`src/rtl/fifo_rd_stream_pkg.sv`:
```
// Shared FIFO read-side defaults: payload width, burst length and beat-counter width.
package fifo_rd_stream_pkg;
  localparam int DATA_LEN_DEF  = 32;
  localparam int BURST_LEN_DEF = 16;
  localparam int CNT_W         = 8;
endpackage

```
`src/rtl/skid_buf2.sv`:
```
// Two-entry in-order buffer; head word is registered and holds its value once the buffer empties.
// Same-cycle push and pop keep occupancy unchanged; caller guarantees no push when full after pop.
module skid_buf2 #(
  parameter int W = 32
) (
  input  logic         clk,
  input  logic         rst_n,
  input  logic         push,
  input  logic [W-1:0] push_dat,
  input  logic         pop,
  output logic [W-1:0] head_dat,
  output logic [1:0]   occ
);
  logic [W-1:0] mem [2];
  logic         hd;
  logic         tl;
  logic         hd_nxt;
  logic [1:0]   occ_nxt;
  logic [W-1:0] head_nxt;

  always_comb begin
    hd_nxt   = hd ^ pop;
    occ_nxt  = occ + {1'b0, push} - {1'b0, pop};
    head_nxt = head_dat;
    // A word being written this cycle becomes the head if it lands in the next head slot.
    if (occ_nxt != 2'd0) begin
      head_nxt = (push && (tl == hd_nxt)) ? push_dat : mem[hd_nxt];
    end
  end

  always_ff @(posedge clk) begin
    if (!rst_n) begin
      mem[0]   <= '0;
      mem[1]   <= '0;
      hd       <= 1'b0;
      tl       <= 1'b0;
      occ      <= 2'd0;
      head_dat <= '0;
    end else begin
      if (push) begin
        mem[tl] <= push_dat;
      end
      hd       <= hd_nxt;
      tl       <= tl ^ push;
      occ      <= occ_nxt;
      head_dat <= head_nxt;
    end
  end
endmodule

```
`src/rtl/fifo_rd_stream.sv`:
```
// Drains a FIFO read port into a valid/ready burst stream; first beat 2 cycles after the pop.
// Pops only while buffered + in-flight words stay below 2, so m_ready_i=0 stalls after two pops.
module fifo_rd_stream
  import fifo_rd_stream_pkg::*;
#(
  parameter int DATA_LEN  = DATA_LEN_DEF,
  parameter int BURST_LEN = BURST_LEN_DEF
) (
  input  logic                rclk,
  input  logic                rst_n,
  input  logic                fifo_empty_i,
  input  logic [DATA_LEN-1:0] fifo_rdata_i,
  output logic                fifo_ren_o,
  output logic                m_valid_o,
  input  logic                m_ready_i,
  output logic [DATA_LEN-1:0] m_data_o,
  output logic                m_last_o,
  output logic [CNT_W-1:0]    beat_cnt_o
);
  localparam logic [CNT_W-1:0] LAST_IDX = CNT_W'(BURST_LEN - 1);

  logic                inflight;
  logic [1:0]          occ;
  logic [DATA_LEN-1:0] head_dat;
  logic [CNT_W-1:0]    beat_cnt;
  logic                hs;
  logic                pop;
  logic [2:0]          level;

  assign hs    = m_valid_o & m_ready_i;
  // hs implies occ >= 1, so the subtraction cannot wrap.
  assign level = {1'b0, occ} + {2'b0, inflight} - {2'b0, hs};

  assign fifo_ren_o = rst_n & ~fifo_empty_i & (level < 3'd2);
  assign pop        = fifo_ren_o & ~fifo_empty_i;

  assign m_valid_o  = rst_n & (occ != 2'd0);
  assign m_data_o   = rst_n ? head_dat : '0;
  assign beat_cnt_o = rst_n ? beat_cnt : '0;
  assign m_last_o   = m_valid_o & (beat_cnt == LAST_IDX);

  always_ff @(posedge rclk) begin
    if (!rst_n) begin
      inflight <= 1'b0;
      beat_cnt <= '0;
    end else begin
      inflight <= pop;
      if (hs) begin
        beat_cnt <= (beat_cnt == LAST_IDX) ? '0 : beat_cnt + CNT_W'(1);
      end
    end
  end

  skid_buf2 #(.W(DATA_LEN)) u_buf (
    .clk      (rclk),
    .rst_n    (rst_n),
    .push     (inflight),
    .push_dat (fifo_rdata_i),
    .pop      (hs),
    .head_dat (head_dat),
    .occ      (occ)
  );
endmodule

```
`config.mk`:
```
export PLATFORM = sky130hd
export DESIGN_NAME = fifo_rd_stream
export DESIGN_NICKNAME = d
export VERILOG_FILES = /design/src/rtl/fifo_rd_stream_pkg.sv /design/src/rtl/skid_buf2.sv /design/src/rtl/fifo_rd_stream.sv
export SDC_FILE = /design/constraint.sdc
export NUM_CORES = 1
export LEC_CHECK = 0
export CAP_MARGIN = 5
export CORE_MARGIN = 2
export CORE_UTILIZATION = 55
export DETAILED_ROUTE_END_ITERATION = 16
export PLACE_DENSITY = 0.82
export SETUP_SLACK_MARGIN = 0.02
export SYNTH_ARGS = -nofsm -noshare
export SYNTH_HDL_FRONTEND = slang
export SYNTH_SLANG_ARGS = --single-unit
export TNS_END_PERCENT = 20
```
`constraint.sdc`:
```
create_clock -name rclk -period 7.9 [get_ports rclk]
set_input_delay 1.58 -clock rclk [delete_from_list [all_inputs] [get_ports rclk]]
set_output_delay 1.58 -clock rclk [all_outputs]
set_load 0.02 [all_outputs]
```
Word level (Yosys, flattened, before mapping)
Memories as Yosys holds them, arrays and structs flattened. A register that Yosys moved wholly into a read port is not among the register bits.
Cells that the tools add are included.
{"block": "classes", "n_addsub": 5, "n_lt_le_gt_ge": 1, "n_eq_ne": 1, "muxes": 10, "n_bitwise": 9, "reduce_logical": 4}
{"op": "$mux W32", "n": 2}
{"op": "$reduce_or A32 Y1", "n": 1}
{"op": "$mux W8", "n": 2}
{"op": "$add A8 B1 Y8 const B", "n": 1}
{"op": "$eq A8 B4 Y1 const B", "n": 1}
{"op": "$and A1 B1 Y1", "n": 6}
{"op": "$mux W1", "n": 6}
{"op": "$reduce_bool A2 Y1", "n": 2}
{"op": "$add A2 B1 Y3", "n": 1}
{"op": "$lt A3 B2 Y1 const B", "n": 1}
{"op": "$sub A3 B1 Y3", "n": 1}
{"op": "$add A2 B1 Y2", "n": 1}
{"op": "$sub A2 B1 Y2", "n": 1}
{"op": "$xor A1 B1 Y1", "n": 2}
{"op": "$logic_not A1 Y1", "n": 1}
{"op": "$not A1 Y1", "n": 1}
{"block": "totals", "register_bits": 13, "ram_bits": 64, "in_bits": 36, "out_inout_bits": 43, "wordCells": 36, "n_memories": 1}
{"memory": "u_buf.mem", "words": 2, "width": 32, "rd": 1, "rd_clocked_by_memory_dff": 1, "write_ports": 2, "line_no": "skid_buf2.sv:14", "source": "logic [W-1:0] mem [2];"}

Depth between registers and ports, before layout
{"block": "depth", "ltp_word": 7, "ltp_mapped": 11, "mapped_depth_nobuf": 9}

By module
Synthesis repeated with hierarchy kept, for this count alone.
{"block": "unflattened", "cells_unflattened": 477, "hier_area_um2": 5267.6}
{"module": "skid_buf2", "n_inst": 1, "cells_each": 377, "area_each_um2": 4489.3, "seq_area_each_um2": 2642.5}
{"module": "fifo_rd_stream", "n_inst": 1, "cells_each": 100, "area_each_um2": 778.2, "seq_area_each_um2": 180.2}

Worst setup path after synthesis
OpenSTA, ideal clock, no wires.
{"block": "synth_path", "kind": "in2out", "startpoint": "in rst_n", "endpoint": "out fifo_ren_o", "arrival_ps": 3543, "required_ps": 6320, "path_slack_ps": 2777, "cell_stages": 7, "n_path_buf": 1, "path_cell_list": "buf_2 > o211ai_2 > nand2_1 > nand2_1 > ha_1 > fa_1 > nor4b_1"}
{"block": "synth_via", "elab_chain_len": 5, "elab_cells_between_ends": 6, "cone_classes": "1 x add/sub; 1 x order compare; 4 x bitwise"}
{"element": "from (decl)", "line_no": "fifo_rd_stream.sv:10", "source": "input logic rst_n,"}
{"element": "$and A1 B1 Y1", "line_no": "fifo_rd_stream.sv:37", "source": "assign m_valid_o = rst_n & (occ != 2'd0);"}
{"element": "$and A1 B1 Y1", "line_no": "fifo_rd_stream.sv:30", "source": "assign hs = m_valid_o & m_ready_i;"}
{"element": "$sub A3 B1 Y3", "line_no": "fifo_rd_stream.sv:32", "source": "assign level = {1'b0, occ} + {2'b0, inflight} - {2'b0, hs};"}
{"element": "named net level[1]", "line_no": "fifo_rd_stream.sv:28", "source": "logic [2:0] level;"}
{"element": "$lt A3 B2 Y1", "line_no": "fifo_rd_stream.sv:34", "source": "assign fifo_ren_o = rst_n & ~fifo_empty_i & (level < 3'd2);"}
{"element": "$and A1 B1 Y1", "line_no": "fifo_rd_stream.sv:34"}
{"element": "to (decl)", "line_no": "fifo_rd_stream.sv:13", "source": "output logic fifo_ren_o,"}
The timed path passes the listed nets, and every way through them passes these cells.

Worst setup path after layout
Ends and elaborated chain as after synthesis.

==> run_results.csv <==
group,metric,value,unit
clocking,hold_buffers,0,
routing,drc,0,
clocking,post_cts_buffers,0,
die,core,8810,um2
critical_path,cp-end-kind,"primary output",
sta,fin_setup_tns,0,ns
grt,grt_antenna_before_repair,0,
synthesis,synth-xor-area-share,2.29,%
sta,fin_skew,0.0160,ns
cells_and_area,postLayoutCoreUtil,69.0,%
pwr,vdd_drop_max,0.000175,V
run,cap_viol_max_count,0,
critical_path,worstPathMaxFanout,56,
critical_path,path_class,"input pin to primary output",
routing,wire_per_inst,16.7,um
synthesis,synth_top_area_share,38.3,%
routing,viasPerCell,5.49,
place,place_area,5860,um2
pwr,power_density,319,nW/um2
sta,drv_slew,0,
sta,fmax,161,MHz
pwr,total_power,1.94,mW
sta,timing.final.crit_period,6.22,ns
place,globalplace.congestion,0.851,
synthesis,muxShareOfSynthArea,6.82,%
sta,hold-worst-slack,0.541,ns
synthesis,yosys-top-cells-area,"edfxtp_1, dfxtp_1, and2_1",
place,hpwlAfterDp,6.26,mm
run_status,status,"finished clean",
synthesis,synth_edf_count,64,
critical_path,rrSetupSlack,3.92,ns
die,die_h,99.6,um
clocking,clkLatencyLatePin,0.36,ns
clocking,cts.clk_slew.worst_paths,0.09,ns
synthesis,ys_seq_area_share,56.2,%
die,ios,79,
sta,finalHoldViolCount,0,
grt,overflow,0,
routing,wl,10.2,mm
synthesis,yosysUniqueCellTypes,35,
sta,fin_crit_sh,78.7,%
clocking,cts_resized,0,
synthesis,yosysTopAreaCell,"edfxtp_1",
synthesis,synth_top_family_by_area,"simple AND/OR/NAND/NOR gates",
critical_path,critPathLaunchType,"input pin",
clocking,tritoncts,"done",
synthesis,ys.warnings.count,0,
clocking,cts_buffer_depth,2,
sta,slew_headroom,37.9,%
sta,finalSetupViolCount,0,
clocking,cts.sinks,109,
cells_and_area,multi_input_area,1960,um2
cells_and_area,mostFrequentLayoutCells,"clkdlybuf4s50_1, and2_1, edfxtp_1",
critical_path,r2r_start,"u_buf.occ[1]$_SDFF_PN0_",
clocking,h-tree-depth,3,
clocking,root_buffer,"clkbuf_8",
critical_path,crit_start,"rst_n",
cells_and_area,syn2layout_area_growth,21.0,%
critical_path,cp.required,6.32,ns
synthesis,syn_avg_cell_area,11.7,um2
routing,first_iter_violations,184,
grt,first_global_vias,3366,
die,start_util,57.0,%
die,die_w,99.6,um
sta,rsz0062_at_grt,"false",
cells_and_area,drive_gt1_share,11.3,%
die,die_area,9910,um2
cells_and_area,fin_area,6080,um2
synthesis,synth_fa_ha_area_share,0.897,%
routing,firstDrtPassIters,4,
routing,antenna_left,0,
cells_and_area,num-nets-final,538,
synthesis,synth-compound-area-share,10.6,%
synthesis,ys_ff_latch,109,
hold_path,min_from,"beat_cnt[7]$_SDFFE_PN0P_",
grt,grt_pass1_wl,16.5,mm
cells_and_area,fillers,670,
hold_path,min_path_type,"flop to flop",
critical_path,crit_arrival,4.64,ns
synthesis,async_flop_share,0,%
pwr,leakage,2.50,nW
routing,num_vias,3358,
synthesis,synth_fp_nets,469,
cells_and_area,final-seq-area,2820,um2
synthesis,ys.flop_type,"edfxtp_1",
clocking,cts_made_buffers,9,
place,portBuffers,78,
sta,worst_pin_slew,0.928,ns
cells_and_area,antenna_cells,0,
grt,grt_usage,21.2,%
synthesis,netlist_area,5020,um2
die,num_rows,34,
synthesis,synth_cells,430,
synthesis,synth-simple-area-share,17.6,%
cells_and_area,final_common_cell,"clkdlybuf4s50_1",
grt,grt_max_degree,57,
[synthesized netlist by cell type (all sizes together) (2+ instances only)]
cell type and number:
o21ai 3, dfxtp 45, xor2 3, nor2b 2
nor4 2, nor3 2, nor2 39, mux2i 33
o221ai 33, nand3 3, inv 36, clkbuf 16
nand2 42, buf 9, nor4b 2, and2 76
xnor2 8, edfxtp 64, ha 2
[registers in the layout, indices dropped and copies added, names as in the netlist]
register,count
u_buf.hd,1
u_buf.tl,1
inflight,1
beat_cnt,8
u_buf.mem,64
u_buf.head_dat,32
u_buf.occ,2
[worst paths after layout]
| kind | depth (start not counted) | end |
|---|---|---|
| worst max-delay path | 8 | fifo_ren_o |
| worst min-delay path | 2 | beat_cnt[7]$_SDFFE_PN0P_ |
| worst max register to register | 10 | u_buf.head_dat[21]$_SDFFE_PN0P_ |
| worst min register to register | 2 | beat_cnt[7]$_SDFFE_PN0P_ |
[per-layer routing]
| layer | part of all wire, % | wire length (um) | vias to the layer above | global-route usage (%) |
|---|---|---|---|---|
| li1 | - | - | 1617 | - |
| met1 | 46 | 4720 | 1636 | 28.8 |
| met2 | 49 | 4980 | 90 | 35.4 |
| met3 | 4.0 | 410 | 15 | 3.65 |
| met4 | 1.2 | 121 | 0 | 5.58 |
| met5 | 0 | 0 | - | 0 |
[cell type report]
cell class | instances | share of cell area (%)
flip-flops and latches | 109 | 46.4
multi-input cells | 260 | 32.2
repair buffers | 83 | 13.4
clock buffers | 12 | 2.39
inverters | 36 | 2.22
well taps | 108 | 2.22
clock inverters | 4 | 1.19
[report_power, final]
| group | internal [mW] | switching, mW | total (mW) |
|---|---|---|---|
| clock | 0.188 | 0.181 | 0.369 |
| combinational | 0.304 | 0.457 | 0.761 |
| sequential | 0.763 | 0.0458 | 0.809 |
[kinds of logic (layout without fill, tap and decap cells)]
kind of cell	after synthesis	count (layout)
multiplexers	33	33
buffers and inverters	61	135
AO/OA/AOI/OAI	40	40
AND/OR/NAND/NOR	173	173
XOR/XNOR	11	11
adder cells (fa/ha/maj)	3	3
flip-flops	109	109
[through the flow]
| step | std cells | setup slack, ns |
|---|---|---|
| global route | 612 | 1.46 |
| detailed placement | 596 | 1.64 |
| floorplan | 430 | 2.78 |
| global placement | 596 | 1.72 |
| CTS | 612 | 1.64 |
| finish | 612 | 1.68 |
[worst max-delay path: stages]
cell and delay, ns:
buf_2 0.69, o211a_1 0.47, nand2b_1 0.15, nand2_1 0.08
ha_1 0.16, fa_1 0.53, nor4b_1 0.31, clkdlybuf4s50_1 0.65
No activity file was read; power rests on OpenSTA's default activity.
